$ cat src/rtl/mem_port_arbiter_pkg.sv
// Shared state encodings and owner codes for the memory port arbiter.
package mem_port_arbiter_pkg;

  typedef enum logic [1:0] {
    ARB_IDLE   = 2'd0,
    ARB_ACCESS = 2'd1,
    ARB_RESP   = 2'd2
  } arb_state_t;

  localparam logic ARB_OWNER_CPU = 1'b0;
  localparam logic ARB_OWNER_EXT = 1'b1;

endpackage

$ cat src/rtl/mem_port_arbiter.sv
// Shares one fixed-latency memory between the CPU and the external loader.
// CPU has priority; a starvation guard forces an EXT grant after STARVE_MAX CPU wins.
module mem_port_arbiter
  import mem_port_arbiter_pkg::*;
#(
  parameter int ADDR_W     = 13,
  parameter int DATA_W     = 8,
  parameter int MEM_LAT    = 2,
  parameter int STARVE_MAX = 3
) (
  input  logic              clk,
  input  logic              rst,
  input  logic              cpu_req,
  input  logic              cpu_we,
  input  logic [ADDR_W-1:0] cpu_addr,
  input  logic [DATA_W-1:0] cpu_wdata,
  output logic              cpu_ack,
  output logic [DATA_W-1:0] cpu_rdata,
  input  logic              ext_req,
  input  logic              ext_we,
  input  logic [ADDR_W-1:0] ext_addr,
  input  logic [DATA_W-1:0] ext_wdata,
  output logic              ext_ack,
  output logic [DATA_W-1:0] ext_rdata,
  output logic [ADDR_W-1:0] mem_addr,
  output logic [DATA_W-1:0] mem_wdata,
  output logic              mem_read,
  output logic              mem_write,
  input  logic [DATA_W-1:0] mem_rdata,
  output logic              busy,
  output logic              owner
);

  localparam int LW = (MEM_LAT < 2) ? 1 : $clog2(MEM_LAT);
  localparam int SW = (STARVE_MAX < 2) ? 1 : $clog2(STARVE_MAX + 1);
  localparam logic [SW-1:0] STARVE_TOP = SW'(STARVE_MAX);
  localparam logic [LW-1:0] LAT_LOAD   = LW'(MEM_LAT - 1);

  arb_state_t        state_r;
  logic [LW-1:0]     lat_cnt_r;
  logic [SW-1:0]     starve_cnt_r;
  logic              owner_r;
  logic              we_r;
  logic [ADDR_W-1:0] mem_addr_r;
  logic [DATA_W-1:0] mem_wdata_r;
  logic [DATA_W-1:0] rdata_r;
  logic              mem_read_r;
  logic              mem_write_r;
  logic              busy_r;
  logic              cpu_ack_r;
  logic              ext_ack_r;
  logic [DATA_W-1:0] cpu_rdata_r;
  logic [DATA_W-1:0] ext_rdata_r;

  logic              ext_win_s;
  logic              cpu_win_s;
  logic [SW-1:0]     starve_next_s;
  logic              grant_we_s;
  logic [ADDR_W-1:0] grant_addr_s;
  logic [DATA_W-1:0] grant_wdata_s;
  logic [DATA_W-1:0] resp_data_s;

  // Arbitration, starvation update and grant muxing.
  always_comb begin
    ext_win_s = ext_req && (!cpu_req || (starve_cnt_r == STARVE_TOP));
    cpu_win_s = cpu_req && !ext_win_s;
    if (ext_win_s) begin
      starve_next_s = '0;
    end else if (cpu_win_s && ext_req) begin
      starve_next_s = (starve_cnt_r == STARVE_TOP) ? STARVE_TOP : (starve_cnt_r + SW'(1));
    end else begin
      starve_next_s = '0;
    end
    if (ext_win_s) begin
      grant_we_s    = ext_we;
      grant_addr_s  = ext_addr;
      grant_wdata_s = ext_wdata;
    end else begin
      grant_we_s    = cpu_we;
      grant_addr_s  = cpu_addr;
      grant_wdata_s = cpu_wdata;
    end
    // Writes return the last captured read value rather than fresh memory data.
    if (we_r) begin
      resp_data_s = rdata_r;
    end else begin
      resp_data_s = mem_rdata;
    end
  end

  // Access sequencer with registered memory strobes, acks and read data.
  always_ff @(posedge clk or posedge rst) begin
    if (rst) begin
      state_r      <= ARB_IDLE;
      lat_cnt_r    <= '0;
      starve_cnt_r <= '0;
      owner_r      <= ARB_OWNER_CPU;
      we_r         <= 1'b0;
      mem_addr_r   <= '0;
      mem_wdata_r  <= '0;
      rdata_r      <= '0;
      mem_read_r   <= 1'b0;
      mem_write_r  <= 1'b0;
      busy_r       <= 1'b0;
      cpu_ack_r    <= 1'b0;
      ext_ack_r    <= 1'b0;
      cpu_rdata_r  <= '0;
      ext_rdata_r  <= '0;
    end else begin
      case (state_r)
        ARB_IDLE: begin
          cpu_ack_r   <= 1'b0;
          ext_ack_r   <= 1'b0;
          cpu_rdata_r <= '0;
          ext_rdata_r <= '0;
          if (ext_win_s || cpu_win_s) begin
            owner_r      <= ext_win_s ? ARB_OWNER_EXT : ARB_OWNER_CPU;
            we_r         <= grant_we_s;
            mem_addr_r   <= grant_addr_s;
            mem_wdata_r  <= grant_wdata_s;
            lat_cnt_r    <= LAT_LOAD;
            starve_cnt_r <= starve_next_s;
            mem_read_r   <= !grant_we_s;
            mem_write_r  <= grant_we_s && (MEM_LAT == 1);
            busy_r       <= 1'b1;
            state_r      <= ARB_ACCESS;
          end else begin
            busy_r  <= 1'b0;
            state_r <= ARB_IDLE;
          end
        end
        ARB_ACCESS: begin
          if (lat_cnt_r == '0) begin
            if (!we_r) begin
              rdata_r <= mem_rdata;
            end else begin
              rdata_r <= rdata_r;
            end
            mem_read_r  <= 1'b0;
            mem_write_r <= 1'b0;
            mem_addr_r  <= '0;
            mem_wdata_r <= '0;
            cpu_ack_r   <= (owner_r == ARB_OWNER_CPU);
            ext_ack_r   <= (owner_r == ARB_OWNER_EXT);
            cpu_rdata_r <= (owner_r == ARB_OWNER_CPU) ? resp_data_s : '0;
            ext_rdata_r <= (owner_r == ARB_OWNER_EXT) ? resp_data_s : '0;
            state_r     <= ARB_RESP;
          end else begin
            lat_cnt_r   <= lat_cnt_r - LW'(1);
            mem_write_r <= we_r && (lat_cnt_r == LW'(1));
            state_r     <= ARB_ACCESS;
          end
        end
        ARB_RESP: begin
          cpu_ack_r   <= 1'b0;
          ext_ack_r   <= 1'b0;
          cpu_rdata_r <= '0;
          ext_rdata_r <= '0;
          busy_r      <= 1'b0;
          state_r     <= ARB_IDLE;
        end
        default: begin
          mem_read_r  <= 1'b0;
          mem_write_r <= 1'b0;
          mem_addr_r  <= '0;
          mem_wdata_r <= '0;
          cpu_ack_r   <= 1'b0;
          ext_ack_r   <= 1'b0;
          busy_r      <= 1'b0;
          state_r     <= ARB_IDLE;
        end
      endcase
    end
  end

  assign cpu_ack   = cpu_ack_r;
  assign cpu_rdata = cpu_rdata_r;
  assign ext_ack   = ext_ack_r;
  assign ext_rdata = ext_rdata_r;
  assign mem_addr  = mem_addr_r;
  assign mem_wdata = mem_wdata_r;
  assign mem_read  = mem_read_r;
  assign mem_write = mem_write_r;
  assign busy      = busy_r;
  assign owner     = owner_r;

endmodule

$ cat config.mk
export PLATFORM = sky130hd
export DESIGN_NAME = mem_port_arbiter
export DESIGN_NICKNAME = d
export VERILOG_FILES = /design/src/rtl/mem_port_arbiter_pkg.sv /design/src/rtl/mem_port_arbiter.sv
export SDC_FILE = /design/constraint.sdc
export NUM_CORES = 1
export LEC_CHECK = 0
export BUFFER_PORTS_ARGS = -buffer_cell sky130_fd_sc_hd__buf_2
export CAP_MARGIN = 25
export CORE_UTILIZATION = 30
export CTS_CLUSTER_DIAMETER = 200
export DETAILED_ROUTE_END_ITERATION = 12
export SETUP_SLACK_MARGIN = 0.3
export SLEW_MARGIN = 10
export SYNTH_ARGS = -nofsm -noshare
export SYNTH_HDL_FRONTEND = slang
export SYNTH_SLANG_ARGS = --single-unit
export TNS_END_PERCENT = 10
$ cat constraint.sdc
create_clock -name clk -period 4.3 [get_ports clk]
set_clock_uncertainty 0.1 [all_clocks]
set_input_delay 1.075 -clock clk [delete_from_list [all_inputs] [get_ports clk]]
set_output_delay 1.075 -clock clk [all_outputs]
set_load 0.05 [all_outputs]
# Word-level counts from Yosys, hierarchy flattened
# Cells that the tools add are included.
word_totals:
  register_bits: 57
  output_inout_bits: 43
  word_cells: 82
op_classes:
  addsub: 2
  n_eq_ne: 5
  n_mux: 38
  bitwise_logic: 3
  reduce_logical: 19
ops:
  columns: ["operator", "count"]
  rows:
  - ["2-to-1 mux 8 bit", 8]
  - ["2-to-1 mux 13 bit", 3]
  - ["case mux 13 bit (3 select lines)", 1]
  - ["case mux 8 bit (2 select lines)", 2]
  - ["case mux 8 bit (3 select lines)", 1]
  - ["2-to-1 mux 1 bit", 14]
  - ["AND reduction 2 bit", 5]
  - ["2-to-1 mux 2 bit", 4]
  - ["case mux 1 bit (3 select lines)", 2]
  - ["equality test 2 bit (second input constant)", 2]
  - ["logical AND 1 bit", 4]
  - ["inequality test 2 bit (second input constant)", 2]
  - ["case mux 1 bit (2 select lines)", 2]
  - ["case mux 2 bit (2 select lines)", 1]
  - ["nonzero test 2 bit", 2]
  - ["zero test 1 bit", 3]
  - ["NOT 1 bit", 3]
  - ["AND reduction 3 bit", 1]
  - ["adder 2 x 1 -> 2 bit (second input constant)", 1]
  - ["equality test 2 x 1 -> 1 bit (second input constant)", 1]
  - ["zero test 2 bit", 1]
  - ["logical OR 1 bit", 2]
  - ["OR reduction 2 bit", 1]
  - ["subtractor 1 bit (second input constant)", 1]

# Depth between registers and ports, before layout
logic_depth:
  depth_word: 8
  mapped_depth: 6
  mapped_depth_nobuf: 3

# Worst setup path after synthesis
# No wires, ideal clock.
synth_timing:
  path_kind: "input port to flip-flop"
  from: "input ext_req"
  to: "register mem_addr_r[10], in the netlist mem_addr[10]"
  setup_time_ps: 146
  t_arrival_ps: 1898
  setup_slack_ps: 2156
  stages: 4
  path_buffers: 2
  path_cell_list: "clkbuf_1 -> and2_1 -> clkbuf_1 -> o221ai_1"
synth_via:
  elab_chain_cells: 6
synth_lines:
  columns: ["item", "line", "source"]
  rows:
  - ["start: declaration", "mem_port_arbiter.sv:19", "input logic ext_req,"]
  - ["logical AND 1 bit (*)", "mem_port_arbiter.sv:65", "ext_win_s = ext_req && (!cpu_req || (starve_cnt_r == STARVE_TOP));"]
  - ["zero test 1 bit", "mem_port_arbiter.sv:66", "cpu_win_s = cpu_req && !ext_win_s;"]
  - ["logical AND 1 bit", "mem_port_arbiter.sv:66", null]
  - ["logical OR 1 bit", "mem_port_arbiter.sv:116", "if (ext_win_s || cpu_win_s) begin"]
  - ["inequality test 2 bit (no source line)", null, null]
  - ["AND reduction 3 bit (no source line)", null, null]
  - ["end signal: assignment", "mem_port_arbiter.sv:119", "mem_addr_r <= grant_addr_s;"]
  - ["end: declaration", "mem_port_arbiter.sv:44", "logic [ADDR_W-1:0] mem_addr_r;"]
# Mark *: on every way between the ends. The rest lies on a longest branch, timed or not. The select of a mux whose other input is x is not followed.
# A chain may end at the register's enable or synchronous reset.

# Worst setup path in the final report
layout_timing:
  from: "register owner_r, in the netlist owner"
  to: "output owner"
layout_rtl:
  columns: ["item", "line", "source"]
  rows:
  - ["start: declaration", "mem_port_arbiter.sv:42", "logic owner_r;"]
  - ["start signal: assignment", "mem_port_arbiter.sv:117", "owner_r <= ext_win_s ? ARB_OWNER_EXT : ARB_OWNER_CPU;"]
  - ["end: declaration", "mem_port_arbiter.sv:31", "output logic owner"]
# No word-level cell between the ends.

==> summary.md <==
| Metric | Value |
|---|---|
| First-pass GRT wire length | 11430 um |
| CP startpoint kind | flip-flop |
| Leak | 1.792 nW |
| Vias/cell | 5.190 |
| Crit end category | output pin |
| Most frequent cells in the layout | 98 x buf_2, 57 x dfrtp_1, 25 x inv_1 |
| Clk_lat worst skew | 0.32 ns |
| Final Hold Violating Endpoints | 0 |
| Worst-margin pin slew | 0.7844 ns |
| Row cnt | 33 |
| Initial antenna violation count | 0 |
| # setup viols final | 0 |
| Cts bufs inserted | 9 |
| Tcrit/Tclk final | 0.5775 |
| Clock H-tree levels | 3 |
| Post-CTS sizing | 0 |
| Antenna cell count | 0 |
| Worst Path Max Fanout | 11 |
| Layout cell share with drive strength beyond 1 | 0.3602 |
| Max-slew violation count | 0 |
| Initial Utilization | 0.3147 |
| Die height | 95.54 um |
| CTS max path bufs | 2 |
| Sequential fraction of the synthesis area | 0.5434 |
| Synth unique cells | 33 |
| Comb pwr share | 0.505 |
| Placer Congestion | 0.7650 |
| Slew headroom | 0.4771 |
| Sink Count | 57 |
| Port-buffer cells | 98 |
| Via count | 2346 |
| Clock power share | 0.186 |
| Max-cap viol count | 0 |
| Critical path's largest stage delay | 0.63 ns |
| Post-CTS Repair Setup Buffers | 0 |
| Worst min path class | reg2reg |
| Post-detail-place hpwl | 4807 um |
| Syn Area/Cell | 10.58 sq um |
| DRT antenna net count | 0 |
| Power density over cell area | 892.8 nW/um^2 |
| Cells after synthesis | 248 |
| Nets | 398 |
| Peak supply drop | 0.3567 mV |
| Clk root buf | clkbuf_8 |
| 1st-iter DRT viols | 93 |
| Relative contribution of sequential cells to total power | 0.309 |
| Final core occ | 0.4113 |
| Commonest non-fill, non-tap cell in the layout | buf_2 |
| TritonRoute pass-1 iters | 4 |
| Ys Warns | 0 |
| Cell-internal power | 1.557 mW |
| Net Sw Power | 1.506 mW |
| CP Buf/Inv Count | 1 |
| Routed WL | 7103 um |
| Req. time, crit path | 3.12 ns |
| Number of global-route vias before repair | 2280 |
| Yosys reg bits | 57 |
| CTS clk-pin slew, worst paths | 0.07 ns |
| CTS tree | yes |
| Setup_tns | 0 ns |
| Ports | 99 |
| Slowest library cell on the worst path | dfrtp_1 |
| Cell family with most CP delay | flip-flops |
| Synth-to-Final Area Change | 30.70% |
| Fmax | 0.4027 GHz |
| Grt total ovfl | 0 |
| Kind of critical path | reg2out |
| Largest net degree at the start of global routing | 43 |
| Synthesized area | 2625 sq um |
| Post-CTS Hold Buffers | 0 |
| Mapped Nets | 304 |
| Die Footprint | 9128 sq um |
| Unrepaired setup endpoints after global routing | no |
| Drt drc | 0 |
| Worst EP arrival | 1.31 ns |
| Drt wl/cell | 15.71 um |
| Crit-path cells | buf_2 |
| Outcome | finished, final reports clean |
| Core area | 8341 sq um |
| Global Route Usage Sum | 0.1666 |
| Min cycle time layout | 2.483 ns |
| Die W | 95.54 um |
| Switching share of total power | 0.4916 |
[cells in the mapped netlist]
master | instances | area (sq um)
nand4_1 | 21 | 131.4
o21ba_1 | 1 | 10.01
nand3_1 | 23 | 115.1
dfrtp_1 | 57 | 1426
a21bo_1 | 1 | 10.01
o32ai_1 | 1 | 8.760
a21o_1 | 10 | 75.07
nand2b_1 | 2 | 12.51
o31a_1 | 1 | 8.760
nor2_1 | 15 | 56.30
o2bb2ai_1 | 1 | 8.760
nor3_1 | 2 | 10.01
a21boi_0 | 1 | 7.510
nor2b_1 | 2 | 12.51
a32o_1 | 1 | 10.01
or3b_1 | 1 | 8.760
o21ai_0 | 1 | 5.000
clkbuf_1 | 12 | 45.04
nand2_1 | 2 | 7.510
nor2_4 | 1 | 11.26
and3_1 | 1 | 6.260
buf_2 | 7 | 35.03
o211ai_1 | 1 | 7.510
nor2_2 | 1 | 6.260
a22o_1 | 16 | 140.1
o221ai_1 | 21 | 183.9
buf_6 | 3 | 33.78
and2_1 | 1 | 6.260
inv_1 | 26 | 97.59
clkinv_1 | 2 | 7.510
a2bb2oi_2 | 1 | 15.01
a21oi_1 | 3 | 15.01
mux2i_1 | 9 | 90.09
[layer usage]
metal / GRT usage / share of wire / vias to the layer above
met4: 0.07090 / 0.011 / 0
met3: 0.04625 / 0.087 / 8
met2: 0.2589 / 0.44 / 102
met1: 0.2168 / 0.46 / 1138
met5: 0 / 0 / -
li1: - / - / 1098
[power groups by stage]
stage	Clock (mW)	Combinational [mW]	Sequential, mW
2_1_floorplan	0	0.681	1.48
3_5_place_dp	0	1.54	0.958
6_report	0.570	1.55	0.948
5_1_grt	0.613	1.67	0.983
4_1_cts	0.587	1.54	0.951
3_3_place_gp	0	1.52	0.951
[per-stage QoR]
step	power (mW)	std cells	cell area, sq um	hold WS [ns]	setup slack (ns)
final	3.063	452	3431	0.3794	1.817
after CTS	3.082	450	3400	0.3824	1.703
after global placement	2.476	434	3171	0.3603	1.385
after floorplan	2.161	248	2625	0.3490	1.725
after detailed placement	2.497	434	3171	0.3664	1.372
after global routing	3.266	452	3431	0.4011	1.524
[flip-flops by register name, summed over array words and instances (netlist names)]
register,count
mem_addr,13
cpu_rdata,8
ext_rdata,8
mem_wdata,8
rdata_r,8
starve_cnt_r,2
state_r,2
busy,1
cpu_ack,1
ext_ack,1
lat_cnt_r,1
mem_read,1
mem_write,1
owner,1
we_r,1
[final timing paths]
kind,from,endpoint,slack (ns),cells past startpoint
setup / recovery,owner,owner,1.82,1
hold / removal,rdata_r[7],rdata_r[7],0.38,1
setup reg to reg,state_r[0],ext_rdata[7],1.85,3
hold reg to reg,rdata_r[7],rdata_r[7],0.38,1
max in group asynchronous,rst,rdata_r[0],2.85,4
min in group asynchronous,rst,ext_rdata[3],0.53,2
[layout make-up]
| class | instances | area [sq um] |
|---|---|---|
| clock inverters | 5 | 77.57 |
| fillers | 836 | 4910 |
| multi-input cells | 141 | 979.7 |
| inverters | 28 | 105.1 |
| clock buffers | 11 | 151.4 |
| well taps | 105 | 131.4 |
| flip-flops and latches | 57 | 1426 |
| repair buffers | 105 | 559.3 |
[kinds of logic after synthesis]
kind of cell | count (synthesis) | share of synthesized area
AO/OA/AOI/OAI | 60 | 0.1926
buffers and inverters | 50 | 0.08341
flip-flops | 57 | 0.5434
multiplexers | 9 | 0.03432
AND/OR/NAND/NOR | 72 | 0.1463
Power figures use the tool's default switching activity.
